## config.mk

```make
export PLATFORM = sky130hd
export DESIGN_NAME = instr_fetch_unit
export DESIGN_NICKNAME = d
export VERILOG_FILES = /design/src/rtl/instr_fetch_unit_pkg.sv /design/src/rtl/inst_field_decode.sv /design/src/rtl/instr_fetch_unit.sv
export SDC_FILE = /design/constraint.sdc
export NUM_CORES = 1
export LEC_CHECK = 0
export ABC_AREA = 0
export CELL_PAD_IN_SITES_DETAIL_PLACEMENT = 0
export CELL_PAD_IN_SITES_GLOBAL_PLACEMENT = 1
export CORE_UTILIZATION = 32
export CTS_CLUSTER_DIAMETER = 50
export DETAILED_ROUTE_END_ITERATION = 8
export GPL_TIMING_DRIVEN = 0
export PLACE_DENSITY = 0.93
export RECOVER_POWER = 50
export SYNTH_ARGS = -nofsm -noshare
export SYNTH_HDL_FRONTEND = slang
export SYNTH_SLANG_ARGS = --single-unit
```

## constraint.sdc

```tcl
create_clock -name clk -period 3.8 [get_ports clk]
set_clock_uncertainty 0.05 [all_clocks]
set_input_delay 0.57 -clock clk [delete_from_list [all_inputs] [get_ports clk]]
set_output_delay 0.57 -clock clk [all_outputs]
set_load 0.02 [all_outputs]
```

## src/rtl/instr_fetch_unit_pkg.sv

```systemverilog
// Shared encodings for the instruction fetch front end: PC-source selects,
// fetch FSM states and the instruction-word field layout.
package instr_fetch_unit_pkg;

  localparam int WORD_W = 16;

  typedef enum logic [1:0] {
    PCSRC_PC1  = 2'd0,
    PCSRC_ALU  = 2'd1,
    PCSRC_JMP  = 2'd2,
    PCSRC_HOLD = 2'd3
  } pc_src_t;

  typedef enum logic [1:0] {
    FS_IDLE = 2'd0,
    FS_REQ  = 2'd1,
    FS_DONE = 2'd2
  } fetch_state_t;

  // Instruction word field boundaries (inclusive bit positions)
  localparam int OPCODE_HI = 15;
  localparam int OPCODE_LO = 12;
  localparam int RS_HI     = 11;
  localparam int RS_LO     = 10;
  localparam int RT_HI     = 9;
  localparam int RT_LO     = 8;
  localparam int RD_HI     = 7;
  localparam int RD_LO     = 6;
  localparam int FUNC_HI   = 5;
  localparam int FUNC_LO   = 0;
  localparam int IMM_HI    = 7;
  localparam int IMM_LO    = 0;
  localparam int JMP_HI    = 11;
  localparam int JMP_LO    = 0;

endpackage

```

## src/rtl/inst_field_decode.sv

```systemverilog
// Combinational split of the instruction register into the fields consumed
// by the control unit and datapath.
module inst_field_decode
  import instr_fetch_unit_pkg::*;
#(
  parameter int WIDTH = instr_fetch_unit_pkg::WORD_W
) (
  input  logic [WIDTH-1:0]      ir,
  input  logic [WIDTH-1:JMP_HI+1] pc_region,
  output logic [3:0]            opcode,
  output logic [1:0]            rs,
  output logic [1:0]            rt,
  output logic [1:0]            rd,
  output logic [5:0]            func_code,
  output logic [WIDTH-1:0]      imm_sext,
  output logic [WIDTH-1:0]      jmp_target
);

  assign opcode    = ir[OPCODE_HI:OPCODE_LO];
  assign rs        = ir[RS_HI:RS_LO];
  assign rt        = ir[RT_HI:RT_LO];
  assign rd        = ir[RD_HI:RD_LO];
  assign func_code = ir[FUNC_HI:FUNC_LO];

  assign imm_sext   = {{(WIDTH-IMM_HI-1){ir[IMM_HI]}}, ir[IMM_HI:IMM_LO]};
  // Jumps stay inside the current PC region; only the low bits come from IR
  assign jmp_target = {pc_region, ir[JMP_HI:JMP_LO]};

endmodule

```

## src/rtl/instr_fetch_unit.sv

```systemverilog
// Front end of the multicycle CPU: owns PC and IR, runs the instruction-memory
// read handshake and exposes the decoded instruction fields.
module instr_fetch_unit #(
  parameter int                           WORD_W   = instr_fetch_unit_pkg::WORD_W,
  parameter logic [WORD_W-1:0]            RESET_PC = '0
) (
  input  logic              clk,
  input  logic              reset,
  input  logic              fetch_start,
  input  logic              pc_write,
  input  logic [1:0]        pc_src,
  input  logic [WORD_W-1:0] alu_out,
  output logic              mem_read,
  output logic [WORD_W-1:0] mem_addr,
  input  logic [WORD_W-1:0] mem_data,
  input  logic              mem_ack,
  output logic              fetch_busy,
  output logic              inst_valid,
  output logic [WORD_W-1:0] pc,
  output logic [WORD_W-1:0] pc_plus1,
  output logic [3:0]        opcode,
  output logic [1:0]        rs,
  output logic [1:0]        rt,
  output logic [1:0]        rd,
  output logic [5:0]        func_code,
  output logic [WORD_W-1:0] imm_sext,
  output logic [WORD_W-1:0] jmp_target,
  output logic [WORD_W-1:0] num_inst
);

  import instr_fetch_unit_pkg::*;

  fetch_state_t      state;
  fetch_state_t      state_next;
  logic [WORD_W-1:0] ir;
  logic [WORD_W-1:0] fetch_addr;
  logic [WORD_W-1:0] pc_next;

  inst_field_decode #(.WIDTH(WORD_W)) u_decode (
    .ir         (ir),
    .pc_region  (pc[WORD_W-1:JMP_HI+1]),
    .opcode     (opcode),
    .rs         (rs),
    .rt         (rt),
    .rd         (rd),
    .func_code  (func_code),
    .imm_sext   (imm_sext),
    .jmp_target (jmp_target)
  );

  always_ff @(posedge clk) begin
    if (reset) begin
      state <= FS_IDLE;
    end else begin
      state <= state_next;
    end
  end

  always_comb begin
    state_next = state;
    mem_read   = 1'b0;
    inst_valid = 1'b0;
    fetch_busy = 1'b0;
    case (state)
      FS_IDLE: begin
        if (fetch_start) state_next = FS_REQ;
      end
      FS_REQ: begin
        mem_read   = 1'b1;
        fetch_busy = 1'b1;
        if (mem_ack) state_next = FS_DONE;
      end
      FS_DONE: begin
        inst_valid = 1'b1;
        fetch_busy = 1'b1;
        state_next = FS_IDLE;
      end
      default: state_next = FS_IDLE;
    endcase
  end

  assign mem_addr = fetch_addr;
  assign pc_plus1 = pc + WORD_W'(1);

  // Jump target is formed from the current (pre-update) PC
  always_comb begin
    pc_next = pc;
    case (pc_src_t'(pc_src))
      PCSRC_PC1:  pc_next = pc_plus1;
      PCSRC_ALU:  pc_next = alu_out;
      PCSRC_JMP:  pc_next = jmp_target;
      PCSRC_HOLD: pc_next = pc;
      default:    pc_next = pc;
    endcase
  end

  // The fetch address is captured once so later PC writes cannot disturb it
  always_ff @(posedge clk) begin
    if (reset) begin
      fetch_addr <= '0;
      ir         <= '0;
      num_inst   <= '0;
      pc         <= RESET_PC;
    end else begin
      if (state == FS_IDLE && fetch_start) fetch_addr <= pc;
      if (state == FS_REQ && mem_ack)      ir <= mem_data;
      if (state == FS_DONE)                num_inst <= num_inst + WORD_W'(1);
      if (pc_write)                        pc <= pc_next;
    end
  end

endmodule
```

==> results of run 1 <==
per-stage QoR:
| stage | area, µm² | hold WS (ps) | setup WS (ps) |
|---|---|---|---|
| final | 5460 | 405 | 404 |
| after global routing | 5460 | 430 | 257 |
| after CTS | 5460 | 410 | 367 |
| after detailed placement | 5260 | 400 | 769 |
| after global placement | 5260 | 393 | 757 |
| after floorplan | 3550 | 440 | 1370 |
synth_stat cells (8+ instances only):
| cell type | instances | area, µm² |
|---|---|---|
| nand3_1 | 9 | 45.0 |
| nand2_1 | 85 | 319 |
| nor4_1 | 11 | 68.8 |
| clkbuf_1 | 19 | 71.3 |
| o21ai_0 | 11 | 55.1 |
| xnor2_1 | 14 | 123 |
| inv_1 | 12 | 45.0 |
| buf_4 | 32 | 240 |
| ha_1 | 10 | 125 |
| dfxtp_1 | 66 | 1320 |
| xor2_1 | 10 | 87.6 |
| nor2_1 | 26 | 97.6 |
| a22oi_1 | 11 | 82.6 |
| nor3_1 | 10 | 50.1 |
| and3_1 | 8 | 50.1 |
| a21oi_1 | 43 | 215 |
state kept, by name, summed over array words and instances, names as in the netlist:
name and flops:
state 2, pc 16, ir 16, num_inst 16
mem_addr 16
routing by layer:
metal | vias up | global-route usage (%)
met2 | 121 | 34.3
li1 | 1848 | -
met5 | - | 0
met3 | 10 | 4.96
met1 | 1733 | 24.5
met4 | 0 | 6.26
area by class of cell:
class,count,area [µm²]
clock inverter,7,77.6
multi-input combinational,308,1820
timing repair buffer,153,1530
buffer,63,363
clock buffer,9,124
tap,140,175
inverter,12,45.0
fill,1084,5380
sequential,66,1320
worst max-delay path, cell delays in order (launching register included):
cell and delay [ps]:
dfxtp_1 520, ha_1 350, nand3_4 160, nor4_1 530, xor2_1 220, clkdlybuf4s50_1 630
report_power, final:
part	switching [mW]	leakage, nW	total [mW]	internal, mW
clock network	0.306	0.100	0.615	0.309
registers	0.0392	0.534	0.764	0.725
logic	0.292	1.53	0.545	0.252
total	0.638	2.16	1.92	1.29
final timing paths:
kind | slack [ps] | endpoint | cells past startpoint | startpoint
min reg2reg | 400 | mem_addr[4] | 2 | mem_addr[4]
max reg2reg | 1760 | pc[12] | 5 | pc[0]
min | 400 | mem_addr[4] | 2 | mem_addr[4]
max | 400 | pc_plus1[12] | 5 | pc[0]
placed cells by master, fill, tap and decap left out, drive strengths merged, types with 14 or more instances in the layout:
cell type	Yosys	layout
a21oi	43	43
dlygate4sd3	0	50
clkbuf	19	33
inv	12	14
xnor2	14	14
nand2	85	85
clkdlybuf4s50	0	103
buf	44	39
dfxtp	66	66
nor2	26	26
cell families after synthesis:
kind of cell	share of synthesized area [%]
multiplexers	2.01
flip-flops	37.2
buffers and inverters	11.5
AO/OA/AOI/OAI	15.1
AND/OR/NAND/NOR	24.8
adder cells (fa/ha/maj)	3.52
XOR/XNOR	5.92
==> metrics.md, run 1 <==
| Metric | Value |
|---|---|
| Die Ht | ~110 µm |
| Post-Layout Cell Count | about 760 |
| Most used flip-flop cell after synthesis | dfxtp_1 |
| Vias | 3712 |
| Routed WL | ~11000 µm |
| DRC | 0 |
| Vias per cell | 4.90 |
| PortBufs | about 150 |
| N_diodes | 0 |
| H-tree Lvls | 3 |
| Initial DRC Count | between 150 and 200 |
| Post-synthesis cell count | roughly 450 |
| Synth Warn # | 0 |
| Routed wl met2 | 5490 µm |
| RSZ-0062 raised after global routing | no |
| Routed len/inst | 14.8 µm |
| Total grt overflow | 0 |
| Slew headroom | 54.2% |
| Hold buffers post-CTS | 0 |
| Area of the core | roughly 0.011 mm² |
| Post-synthesis sequential area ratio | between 30 and 40% |
| Standard-cell rows | 38 |
| GPL Wtd Cong | roughly 0.87 |
| Pin count of the biggest net entering global routing | 14 |
| Nets | between 600 and 700 |
| Critical path endpoint category | output pin |
| Width of the die | about 110 µm |
| Power, Total | between 1.5 and 2 mW |
| Worst EP required | about 3200 ps |
| Die area | about 0.012 mm² |
| Metal-1 WL | 4830 µm |
| Async S/R FF share, synth | 0% |
| Min Tclk post-route | 3400 ps |
| Post-cts resize count | 0 |
| Final core occ | 50.4% |
| CTS root buffer | clkbuf_8 |
| Cells after DPL | between 700 and 800 |
| Fin. Hold Viols | 0 |
| Critical Path Source Type | register |
| Maxcap violations | 0 |
| Fmax | around 0.3 GHz |
| Post-Syn Area | 0.00355 mm² |
| Metal3 WL | approximately 730 µm |
| TritonCTS Buffers | 9 |
| VDD IR max | 0.226 mV |
| Pleak | 2.16 nW |
| CTS tree | built |
| Seq cells post-synth | 66 |
| First-pass GRT wire length | 17900 µm |
| Final number of setup-violating endpoints | 0 |
| Final TNS setup | 0 ps |
| Max Root-Sink Buffers | 2 |
| Critical Path AT | 2780 ps |
| Clock slew at reported path FFs | 80 ps |
| Number of global-route vias before repair | around 3500 |
| Post-Syn Nets | between 400 and 500 |
| Max Slew Vio Count | 0 |
| CP Max Fanout | 9 |
| Total Routing Usage GR | between 10% and 20% |
| Worst-Skew Late Latency | between 300 and 400 ps |
| Post-Syn Area per Cell | about 7.9 µm² |
| Initial antenna violation count | 0 |
| Post-synth EDFFs | 0 |
| Ports | between 150 and 200 |
| Status | finished clean |
| Final period util | between 80% and 90% |
| Area Growth Syn to Fin | 53.7% |
| Detailed-placement wirelength estimate | ~8600 µm |
| Setup CP Type | register to output pin |
| Total iterations of the first detailed-routing run | 4 |
| Worst hold path type | register to register |
| Fraction of layout cells with a size suffix above 1 | just under 10% |
| Antenna-violating nets left | 0 |
| Uppermost routed layer | met4 |
| Initial Utilization | about a third |
| Power Density | roughly 350 mW/mm² |
| Synth unique cells | 50 |
| Num Clock Sinks | between 60 and 70 |
| Setup bufs post-CTS | 0 |
| Worst-Margin Slew | around 690 ps |
Note: power is estimated with default switching activity, not from simulation.
==> run 2: changes to the inputs <==
--- a/config.mk
+++ b/config.mk
@@ -11,4 +11,5 @@
 export CORE_UTILIZATION = 32
 export CTS_CLUSTER_DIAMETER = 50
+export CTS_CLUSTER_SIZE = 30
 export DETAILED_ROUTE_END_ITERATION = 8
 export GPL_TIMING_DRIVEN = 0
==> constraint.sdc (replaced) <==
create_clock -name clk -period 3.8 [get_ports clk]
set_clock_uncertainty 0.05 [all_clocks]
set_input_delay 0.76 -clock clk [delete_from_list [all_inputs] [get_ports clk]]
set_output_delay 0.76 -clock clk [all_outputs]
set_load 0.02 [all_outputs]
==> metrics.md, run 2 (synthesis gave the netlist of run 1 again) <==
| Metric | Value |
|---|---|
| Standard-cell rows | 38 |
| CP Max Fanout | 9 |
| Width of the die | ~110 µm |
| Most common cell after layout, fill and taps aside | clkdlybuf4s50_1 |
| Reg-to-reg slack, setup | 1650 ps |
| Antenna-violating nets left | 0 |
| Pleak | between 2 and 2.5 nW |
| N_diodes | 0 |
| Worst EP required | ~3000 ps |
| H-tree Lvls | 3 |
| Worst hold path type | register to register |
| Reg-to-Reg Start | state[0] |
| Max Slew Vio Count | 0 |
| Status | finished clean |
| Die Ht | 107 µm |
| PortBufs | 153 |
| Worst-Margin Slew | roughly 700 ps |
| Setup CP Type | register to output pin |
| Critical path's slowest cell | clkdlybuf4s50_1 |
| Detailed-placement wirelength estimate | roughly 8600 µm |
| Worst-Skew Late Latency | 350 ps |
| Nets | around 660 |
| Critical Path AT | around 2800 ps |
| Number of stages on the worst hold path | 2 |
| Num Clock Sinks | 66 |
| Number of global-route vias before repair | 3493 |
| Critical path's largest stage delay | 630 ps |
| GPL Wtd Cong | around 0.87 |
| Final number of setup-violating endpoints | 0 |
| TritonCTS Buffers | 9 |
| Vias per cell | 4.90 |
| CTS root buffer | clkbuf_8 |
| Critical path endpoint category | output pin |
| Die area | around 0.012 mm² |
| Crit. Startpoint | pc[0] |
| Worst R2R End | num_inst[15] |
| Vias | around 3700 |
| Total grt overflow | 0 |
| Max Root-Sink Buffers | 2 |
| Routed len/inst | around 15 µm |
| DRC | 0 |
| Area of the core | between 0.01 and 0.015 mm² |
| Crit path cell chain | ha_1 > nand3_4 > nor4_1 > xor2_1 > clkdlybuf4s50_1 |
| Hold buffers post-CTS | 0 |
| Hold Path End | mem_addr[4] |
| Total Routing Usage GR | about a fifth |
| RSZ-0062 raised after global routing | no |
| Initial Utilization | about 33% |
| Power, Total | between 1.5 and 2 mW |
| First-pass GRT wire length | ~18000 µm |
| Pin count of the biggest net entering global routing | 14 |
| Power Density | roughly 350 mW/mm² |
| Ports | roughly 150 |
| Clock slew at reported path FFs | about 80 ps |
| Most frequent cells in the layout | clkdlybuf4s50_1, nand2_1, dfxtp_1, dlygate4sd3_1, a21oi_1 |
| Setup bufs post-CTS | 0 |
| Fin. Hold Viols | 0 |
| HP Start | mem_addr[4] |
| Routed WL | roughly 11000 µm |
| Critical Path Source Type | register |
| Fraction of layout cells with a size suffix above 1 | around a tenth |
| Area Growth Syn to Fin | 53.5% |
| Slew headroom | 54.3% |
| Total iterations of the first detailed-routing run | 4 |
| Final TNS setup | 0 ps |
| VDD IR max | between 0.2 and 0.25 mV |
| Final period util | a little over nine tenths |
| Min Tclk post-route | 3590 ps |
| CTS tree | built |
| Maxcap violations | 0 |
| Fmax | between 0.2 and 0.3 GHz |
| Initial DRC Count | 142 |
| R2r worst-path depth | 6 |
| Post-cts resize count | 0 |
| Initial antenna violation count | 0 |
run 2: cell count changes in the layout (fill, tap and decap cells not counted), sizes merged:
cell,previous run,this run
dlygate4sd3,50,49
clkdlybuf4s50,103,104
run 2: worst max path at each step:
stage | to | slack, ps
floorplan | pc_plus1[12] | 1180
CTS | pc_plus1[12] | 180
detailed placement | pc_plus1[12] | 580
global placement | pc_plus1[12] | 570
global route | pc_plus1[12] | 70
finish | pc_plus1[12] | 210
run 2: per-layer routing:
layer | GRT usage (%) | vias to the layer above | part of all wire (%)
met4 | 6.26 | 0 | 1.4
met5 | 0 | - | 0
li1 | - | 1849 | -
met3 | 4.96 | 12 | 6.3
met1 | 24.5 | 1735 | 43
met2 | 34.3 | 118 | 49
run 2: cell type report:
class / count / area, µm²
multi-input cells: 308 / 1820
repair buffers: 153 / 1530
inverters: 12 / 45.0
fillers: 1086 / 5390
well taps: 140 / 175
clock inverters: 7 / 77.6
clock buffers: 9 / 124
flip-flops and latches: 66 / 1320
plain buffers: 63 / 363
run 2: metrics by stage:
step           instances  worst slack (ps)  hold slack (ps)  util, %  instance area [µm²]
2_1_floorplan        449              1180              440        -                 3550
3_3_place_gp         742               567              393     48.5                 5260
3_5_place_dp         742               579              400     48.5                 5260
4_1_cts              758               177              410     50.4                 5460
5_1_grt              758              67.0              430     50.3                 5450
6_report             758               214              405     50.3                 5450
run 2: power breakdown:
group          switching, mW  internal [mW]  total (mW)
registers             0.0390          0.725       0.764
clock network          0.307          0.309       0.616
logic                  0.292          0.252       0.544
run 2: critical path, delay by kind of cell, from the launching register on:
family / cells / cell delay [ps]
and+or+nand+nor: 2 / 690
adders and majority gates: 1 / 350
xor gates and xnor gates: 1 / 220
DFF: 1 / 520
buffers and inverters: 1 / 630
